## src/rtl/tft_pkg.sv

```systemverilog
// Shared definitions for the TFT pixel-clock monitor: widths, lock FSM encoding
// and the tolerance distance helper.
package tft_pkg;

    localparam int TFT_DIV_W  = 16;
    localparam int TFT_HALF_W = 17;

    localparam logic [1:0] ST_IDLE      = 2'd0;
    localparam logic [1:0] ST_ACQ_FIRST = 2'd1;
    localparam logic [1:0] ST_ACQUIRE   = 2'd2;
    localparam logic [1:0] ST_LOCKED    = 2'd3;

    // Ordered subtraction so the distance never wraps, widened by one bit.
    function automatic logic [TFT_HALF_W:0] tft_abs_diff(
        input logic [TFT_HALF_W-1:0] a,
        input logic [TFT_HALF_W-1:0] b
    );
        logic [TFT_HALF_W-1:0] d;
        d = (a >= b) ? (a - b) : (b - a);
        return {1'b0, d};
    endfunction

endpackage

```

## src/rtl/tft_pclk_monitor_if.sv

```systemverilog
// Pixel-clock input and recovered-divide status bundle between the monitor
// and its consumers (status registers / display path).
interface tft_pclk_monitor_if;

    logic                            pclk_in;
    logic [tft_pkg::TFT_DIV_W-1:0]   clock_divide;
    logic                            lock;
    logic                            meas_stb;
    logic [tft_pkg::TFT_HALF_W-1:0]  meas_value;
    logic                            timeout;

    modport master (
        input  pclk_in,
        output clock_divide, lock, meas_stb, meas_value, timeout
    );

    modport slave (
        output pclk_in,
        input  clock_divide, lock, meas_stb, meas_value, timeout
    );

endinterface

```

## src/rtl/tft_pclk_sync.sv

```systemverilog
// Synchronizes the asynchronous pixel clock into clk and flags every transition
// with a one-cycle registered pulse.
module tft_pclk_sync #(
    parameter int SYNC_STAGES = 2
) (
    input  logic clk,
    input  logic rst,
    input  logic pclk_in,
    output logic pclk_edge
);

    logic [SYNC_STAGES-1:0] sync_q;
    logic                   last_q;

    always_ff @(posedge clk) begin
        if (rst) begin
            sync_q    <= '0;
            last_q    <= 1'b0;
            pclk_edge <= 1'b0;
        end else begin
            sync_q    <= {sync_q[SYNC_STAGES-2:0], pclk_in};
            last_q    <= sync_q[SYNC_STAGES-1];
            pclk_edge <= sync_q[SYNC_STAGES-1] ^ last_q;
        end
    end

endmodule

```

## src/rtl/tft_pclk_monitor.sv

```systemverilog
// Measures pixel-clock half-periods in clk cycles, locks onto a stable value
// and reports the equivalent clock_divide setting plus loss-of-clock.
module tft_pclk_monitor
    import tft_pkg::*;
#(
    parameter int SYNC_STAGES = 2,
    parameter int LOCK_COUNT  = 4,
    parameter int TOLERANCE   = 1,
    parameter int TIMEOUT     = 65536
) (
    input  logic                clk,
    input  logic                rst,
    tft_pclk_monitor_if.master  mon
);

    localparam int                    MATCH_W    = $clog2(LOCK_COUNT + 1);
    localparam logic [TFT_HALF_W-1:0] CNT_MAX    = TFT_HALF_W'(TIMEOUT);
    localparam logic [MATCH_W-1:0]    MATCH_LOCK = MATCH_W'(LOCK_COUNT);
    localparam logic [TFT_HALF_W:0]   TOL        = (TFT_HALF_W + 1)'(TOLERANCE);

    logic                  pclk_edge;
    logic [TFT_HALF_W-1:0] cnt;
    logic [TFT_HALF_W-1:0] meas;
    logic [TFT_HALF_W-1:0] ref_val;
    logic [MATCH_W-1:0]    match_q;
    logic [MATCH_W-1:0]    match_nxt;
    logic [1:0]            state;
    logic                  in_tol;
    logic                  tmo_hit;

    tft_pclk_sync #(
        .SYNC_STAGES (SYNC_STAGES)
    ) u_sync (
        .clk       (clk),
        .rst       (rst),
        .pclk_in   (mon.pclk_in),
        .pclk_edge (pclk_edge)
    );

    assign meas      = cnt + 1'b1;
    assign match_nxt = match_q + 1'b1;
    assign in_tol    = (tft_abs_diff(meas, ref_val) <= TOL);
    // An edge in the saturation cycle clears cnt, so it wins over the timeout.
    assign tmo_hit   = (state != ST_IDLE) && (cnt == CNT_MAX) && !pclk_edge;

    always_ff @(posedge clk) begin
        if (rst || pclk_edge)
            cnt <= '0;
        else if (cnt != CNT_MAX)
            cnt <= cnt + 1'b1;
    end

    always_ff @(posedge clk) begin
        if (rst) begin
            state            <= ST_IDLE;
            ref_val          <= '0;
            match_q          <= '0;
            mon.clock_divide <= '0;
            mon.lock         <= 1'b0;
            mon.meas_stb     <= 1'b0;
            mon.meas_value   <= '0;
            mon.timeout      <= 1'b0;
        end else begin
            mon.meas_stb <= 1'b0;
            mon.timeout  <= 1'b0;
            if (pclk_edge) begin
                if (state != ST_IDLE) begin
                    mon.meas_stb   <= 1'b1;
                    mon.meas_value <= meas;
                end
                case (state)
                    // First edge has no preceding reference point; drop it.
                    ST_IDLE: state <= ST_ACQ_FIRST;
                    ST_ACQ_FIRST: begin
                        ref_val <= meas;
                        match_q <= MATCH_W'(1);
                        state   <= ST_ACQUIRE;
                    end
                    ST_ACQUIRE: begin
                        if (in_tol) begin
                            match_q <= match_nxt;
                            if (match_nxt == MATCH_LOCK) begin
                                state            <= ST_LOCKED;
                                mon.lock         <= 1'b1;
                                mon.clock_divide <= TFT_DIV_W'(ref_val - 1'b1);
                            end
                        end else begin
                            ref_val <= meas;
                            match_q <= MATCH_W'(1);
                        end
                    end
                    ST_LOCKED: begin
                        if (!in_tol) begin
                            mon.lock <= 1'b0;
                            ref_val  <= meas;
                            match_q  <= MATCH_W'(1);
                            state    <= ST_ACQUIRE;
                        end
                    end
                    default: state <= ST_IDLE;
                endcase
            end else if (tmo_hit) begin
                mon.timeout <= 1'b1;
                mon.lock    <= 1'b0;
                state       <= ST_IDLE;
            end
        end
    end

endmodule

```

## src/flat_wrapper.sv

```systemverilog
// flat-port wrapper written by rule: the top's interface ports become plain ports
module tft_pclk_monitor_flat import tft_pkg::*;
#(
    parameter int SYNC_STAGES = 2,
    parameter int LOCK_COUNT  = 4,
    parameter int TOLERANCE   = 1,
    parameter int TIMEOUT     = 65536
)
  (clk, rst, mon_pclk_in, mon_clock_divide, mon_lock, mon_meas_stb, mon_meas_value, mon_timeout);
  tft_pclk_monitor_if mon_i ();
  input  logic clk;
  input  logic rst;
  input wire logic [$bits(mon_i.pclk_in)-1:0] mon_pclk_in;
  output wire logic [$bits(mon_i.clock_divide)-1:0] mon_clock_divide;
  output wire logic [$bits(mon_i.lock)-1:0] mon_lock;
  output wire logic [$bits(mon_i.meas_stb)-1:0] mon_meas_stb;
  output wire logic [$bits(mon_i.meas_value)-1:0] mon_meas_value;
  output wire logic [$bits(mon_i.timeout)-1:0] mon_timeout;
  assign mon_i.pclk_in = mon_pclk_in;
  assign mon_clock_divide = mon_i.clock_divide;
  assign mon_lock = mon_i.lock;
  assign mon_meas_stb = mon_i.meas_stb;
  assign mon_meas_value = mon_i.meas_value;
  assign mon_timeout = mon_i.timeout;
  tft_pclk_monitor #(.SYNC_STAGES(SYNC_STAGES), .LOCK_COUNT(LOCK_COUNT), .TOLERANCE(TOLERANCE), .TIMEOUT(TIMEOUT)) u_core (.clk(clk), .rst(rst), .mon(mon_i));
endmodule
```

## config.mk

```make
export PLATFORM = sky130hd
export DESIGN_NAME = tft_pclk_monitor_flat
export DESIGN_NICKNAME = d
export VERILOG_FILES = /design/src/rtl/tft_pkg.sv /design/src/rtl/tft_pclk_monitor_if.sv /design/src/rtl/tft_pclk_sync.sv /design/src/rtl/tft_pclk_monitor.sv /design/src/flat_wrapper.sv
export SDC_FILE = /design/constraint.sdc
export NUM_CORES = 1
export LEC_CHECK = 0
export BUFFER_PORTS_ARGS = -buffer_cell sky130_fd_sc_hd__buf_2
export CELL_PAD_IN_SITES_DETAIL_PLACEMENT = 1
export CELL_PAD_IN_SITES_GLOBAL_PLACEMENT = 1
export CORE_MARGIN = 3
export CORE_UTILIZATION = 30
export CTS_CLUSTER_SIZE = 12
export DETAILED_ROUTE_END_ITERATION = 12
export PLACE_DENSITY_LB_ADDON = 0.2
export SYNTH_ARGS = -nofsm -noshare
export SYNTH_HDL_FRONTEND = slang
export SYNTH_SLANG_ARGS = --single-unit
```

## constraint.sdc

```tcl
create_clock -name clk -period 7.1 [get_ports clk]
set_input_delay 1.065 -clock clk [delete_from_list [all_inputs] [get_ports clk]]
set_output_delay 1.065 -clock clk [all_outputs]
set_load 0.1 [all_outputs]
```

After elaboration in Yosys (flattened, before gate mapping)
Cells that the tools add are included.

Register bits after elaboration: 79.

Magnitude comparators: 2. Reductions and logical operators: 18. Multiplexer cells: 20. Equality and inequality tests: 12. Bitwise gates (word level): 2. Add/subtract/negate cells: 5.

Operator list (count): 2-to-1 mux 17 bit (2); one-hot mux 17 bit (2 select lines) (1); subtractor 17 bit (2); adder 17 x 1 -> 17 bit, second input constant (1); == test 17 bit, second input constant (1); >= comparator 17 bit (1); less-or-equal comparator 17 x 1 -> 1 bit, second input constant (1); inequality test 17 bit, second input constant (1); subtractor 16 x 1 -> 16 bit, second input constant (1); 2-to-1 mux 2 bit (5); one-hot mux 3 bit (3 select lines) (1); one-hot mux 2 bit (4 select lines) (1); AND reduction 4 bit (2); 2-to-1 mux 1 bit (7); 2-to-1 mux 3 bit (2); inequality test 3 x 2 -> 1 bit, second input constant (2); AND reduction 3 bit (2); nonzero test 2 bit (3); OR reduction 2 bit (3); AND reduction 5 bit (1); == test 2 bit, second input constant (2); inequality test 2 bit, second input constant (2); adder 3 x 1 -> 3 bit, second input constant (1); == test 3 bit, second input constant (1); 12 further kinds (13).

Logic depth before layout (Yosys ltp)
Word-level depth: 7. Depth in mapped cells: 21. Depth with buffers taken out: 18.

By module
From an unflattened synthesis, not the netlist that was laid out.

Cell total of the unflattened synthesis: 649. Area total of the unflattened synthesis: 5406.4 um^2.

By module, submodules not included: tft_pclk_monitor (sequential area each 1501.4 um^2, instances 1, cells an instance 640, area each 5295.1 um^2); tft_pclk_sync (sequential area each 80.1 um^2, instances 1, cells an instance 9, area each 111.4 um^2).

Least setup slack after synthesis
No wires, ideal clock.

Kind: register -> register. From: reg u_core.cnt[0]. To: reg u_core.mon.clock_divide[15]. Clock period less this slack: 4.291 ns. Setup slack: 2.809 ns. Arrival time: 4.146 ns. Stages on the path, launching flop included: 20. Path buffers: 1. Cell sequence: dfxtp_1 ha_1 and2_1 nand2_1 nor2_1 nand3_1 xor2_1 inv_1 ha_1 nand4_1 nor4_2 a211oi_2 a22oi_1 or4_1 a32oi_1 and4_2 nand4_2 nor3_4 buf_6 a211oi_2.

Cells in the longest elaborated chain, start to end: 5. Elaborated cells on any way between the ends: 7. Classes of those cells: add/sub: 3; order compare: 2; mux: 1; reduce/logical: 1.

Ends and longest elaborated chain: from (decl) (RTL line tft_pclk_monitor.sv:22) `logic [TFT_HALF_W-1:0] cnt;`; from (signal assigned) (RTL line tft_pclk_monitor.sv:50) `cnt <= cnt + 1'b1;`; adder 17 x 1 -> 17 bit (*) (RTL line tft_pclk_monitor.sv:40) `assign meas = cnt + 1'b1;`; via u_core.meas[14] (RTL line tft_pclk_monitor.sv:23) `logic [TFT_HALF_W-1:0] meas;`; subtractor 17 bit or >= comparator 17 bit (tied branches) (RTL line tft_pkg.sv:19) `d = (a >= b) ? (a - b) : (b - a);`; 2-to-1 mux 17 bit (*) (RTL line tft_pkg.sv:19); less-or-equal comparator 17 x 1 -> 1 bit (*) (RTL line tft_pclk_monitor.sv:42) `assign in_tol = (tft_abs_diff(meas, ref_val) <= TOL);`; AND reduction 4 bit (no source line) (*); to (signal assigned) (RTL line tft_pclk_monitor.sv:85) `mon.clock_divide <= TFT_DIV_W'(ref_val - 1'b1);`; to (decl) (RTL line tft_pclk_monitor_if.sv:14) `output clock_divide, lock, meas_stb, meas_value, timeout`.

Mark *: on every way through the listed nets, which the timed path passes. The rest lies on a longest branch. A chain may end at the register's enable or synchronous reset.

Final worst setup path
From: reg u_core.cnt[0]. To: reg u_core.mon.clock_divide[8].

The elaborated chain is that of the path after synthesis.

==> results.sh <==
export IMPL_fmax_mhz=177
export IMPL_start_kind="register"
export IMPL_final_layout_size_suffix_gt1_frac=0.147
export IMPL_grtUsageTotal=0.181
export IMPL_mostFrequentLayoutCells="dfxtp_1, a21oi_1, nor2_1"
export IMPL_fin_worst_skew_ns=0.0106
export IMPL_drv_slew=0
export IMPL_post_place_ws_ns=1.54
export IMPL_cts_buffer_depth=2
export IMPL_io_buffers=38
export IMPL_grt_overflow_total=0
export IMPL_synth_nets=698
export IMPL_synth_edf_count=0
export IMPL_critPathArrivalTime_ns=5.85
export IMPL_timing_final_ws_setup_ns=1.44
export IMPL_cts_root_buf="clkbuf_16"
export IMPL_path_max_fanout=16
export IMPL_synthFlopType="dfxtp_1"
export IMPL_drv_cap=0
export IMPL_drc=0
export IMPL_fin_util=0.347
export IMPL_via_per_inst=5.70
export IMPL_worstHoldPathType="reg2reg"
export IMPL_dr_pass1_iters=5
export IMPL_final_antenna_net_count=0
export IMPL_cts_reportedPaths_clkPinSlew_ns=0.07
export IMPL_die_w_um=141
export IMPL_rows=48
export IMPL_fin_nets=711
export IMPL_leakage_nw=2.46
export IMPL_peakVddDrop_mv=0.120
export IMPL_status="finished clean"
export IMPL_cts_buffers=9
export IMPL_ys_ff_latch=79
export IMPL_cts_setup_buffers=0
export IMPL_diodes=0
export IMPL_relSlewSlack=0.245
export IMPL_async_flop_share=0
export IMPL_crit_type="reg2reg"
export IMPL_power_density_nw_per_um2=203
export IMPL_ioPinCount=39
export IMPL_postCtsResizedCells=0
export IMPL_wl_mm=17.8
export IMPL_cts_tree="built"
export IMPL_cts_sinks=79
export IMPL_fin_hold_ws_ns=0.447
export IMPL_area_delta_synth_final_pct=11.9
export IMPL_period_share=0.798
export IMPL_syn_inst=655
export IMPL_ys_types=73
export IMPL_worstMarginPinSlew_ns=1.13
export IMPL_antenna_found_initial=0
export IMPL_die_h_um=141
export IMPL_slowest_delay_ns=0.69
export IMPL_tns_ns=0
export IMPL_placed_area_um2=5740
export IMPL_cp_end_kind="register"
export IMPL_layout_commonest_cell="dfxtp_1"
export IMPL_gp_congestion=0.895
export IMPL_final_cell_area_um2=6090
export IMPL_finalSetupViolCount=0
export IMPL_grt_max_degree=52
export IMPL_synth_seq_area_share=0.290
export IMPL_htreeDepth=3
export IMPL_vias=5119
export IMPL_drtIter0Drc=370
export IMPL_wire_per_inst_um=19.9
export IMPL_synth_cell_area_um2=5450
export IMPL_dpl_hpwl_mm=13.8
export IMPL_period_minus_slack_ns=5.66
export IMPL_avgSynthCellArea_um2=8.32
export IMPL_reg2regPathDepth=18
export IMPL_grt_pass1_vias=5230
export IMPL_crit_slowest_cell="nor3_4"
export IMPL_synth_warning_count=0
export IMPL_coreArea_um2=17500
export IMPL_start_util=0.311
export IMPL_crit_required_ns=7.28
export IMPL_die_area_um2=19800
export IMPL_grt_pass1_wl_mm=29.1
export IMPL_clk_insertion_delay_late_ns=0.34
export IMPL_finalHoldViolations=0
export IMPL_path_cells="ha_1 > and2_1 > nand2_1 > nor2_1 > nand3_1 > xor2_1 > inv_1 > ha_1 > nand4_1 > nor4_2 > a211oi_2 > nand3_1 > or4_1 > a32oi_1 > and4_2 > nand4_2 > nor3_4 > a211oi_1"
export IMPL_rsz0062_at_grt="no"
export IMPL_whs_path_depth=1
export IMPL_postCtsHoldBufs=0
metal layers:
metal  share of wire  global-route usage
met1            0.48               0.249
met2            0.48               0.304
met3           0.027              0.0220
met4           0.014              0.0428
met5               0                   0
final timing paths:
| kind | from | end | slack, ns |
|---|---|---|---|
| worst min register to register | u_core.u_sync.sync_q[0] | u_core.u_sync.sync_q[1] | 0.45 |
| worst max-delay path | u_core.cnt[0] | u_core.mon.clock_divide[8] | 1.44 |
| worst max register to register | u_core.cnt[0] | u_core.mon.clock_divide[8] | 1.44 |
| worst min-delay path | u_core.u_sync.sync_q[0] | u_core.u_sync.sync_q[1] | 0.45 |
critical path, delay by kind of cell (launching register included):
| kind | cells | cell delay, ns |
|---|---|---|
| AO/OA/AOI/OAI | 3 | 0.89 |
| adder cells (fa/ha/maj) | 2 | 0.67 |
| buffers and inverters | 1 | 0.11 |
| AND/OR/NAND/NOR | 11 | 2.82 |
| XOR/XNOR | 1 | 0.53 |
| flip-flops | 1 | 0.49 |
cell type report:
cell class	instances	area, µm²
repair buffers	40	205
well taps	225	282
clock buffers	10	229
flip-flops and latches	79	1580
fillers	2129	11400
clock inverters	6	118
inverters	46	173
multi-input cells	492	3510
registers in the layout, summed over array words and instances, names as in the netlist:
register and flops:
u_core.mon.meas_stb 1, u_core.u_sync.sync_q 2, u_core.u_sync.pclk_edge 1, u_core.ref_val 17, u_core.mon.meas_value 17, u_core.mon.lock 1
u_core.mon.clock_divide 16, u_core.match_q 3, u_core.state 2, u_core.cnt 17, u_core.u_sync.last_q 1, u_core.mon.timeout 1
cell usage after synthesis (all sizes together) (6+ instances only):
cell    instances  area (µm²)
ha             38         475
a21o            8        60.1
a211oi         59         538
o21ai          25         125
and3            6        42.5
nand2          34         130
a21oi          60         304
inv            46         173
buf            17         119
nor3           10        61.3
o21a            7        52.6
xnor2          23         201
nor2b           9        58.8
nor4            8        62.6
a31oi          18         113
nor2           57         221
xor2           15         131
dfxtp          79        1580
nand3          18        90.1
nand4          13        93.8
o211ai          8        60.1
clkbuf         21        78.8
cells by family (layout without fill, tap and decap cells):
kind of cell,Yosys count,count (layout),share of synthesized area
buffers and inverters,84,102,0.0680
muxes,2,2,0.00413
adders and majority gates,40,40,0.0946
DFF,79,79,0.290
and+or+nand+nor,185,185,0.181
xor gates and xnor gates,38,38,0.0611
AOI/OAI and AO/OA,227,227,0.301
stage by stage:
step / instances / total power, mW
6_report: 898 / 1.24
5_1_grt: 898 / 1.29
4_1_cts: 898 / 1.25
3_5_place_dp: 882 / 0.709
3_3_place_gp: 882 / 0.702
2_1_floorplan: 655 / 0.649
power breakdown:
| group | switching (mW) | internal, mW |
|---|---|---|
| logic | 0.159 | 0.0887 |
| registers | 0.00675 | 0.448 |
| clock network | 0.190 | 0.347 |
| total | 0.356 | 0.883 |
Power figures use the tool's default switching activity.
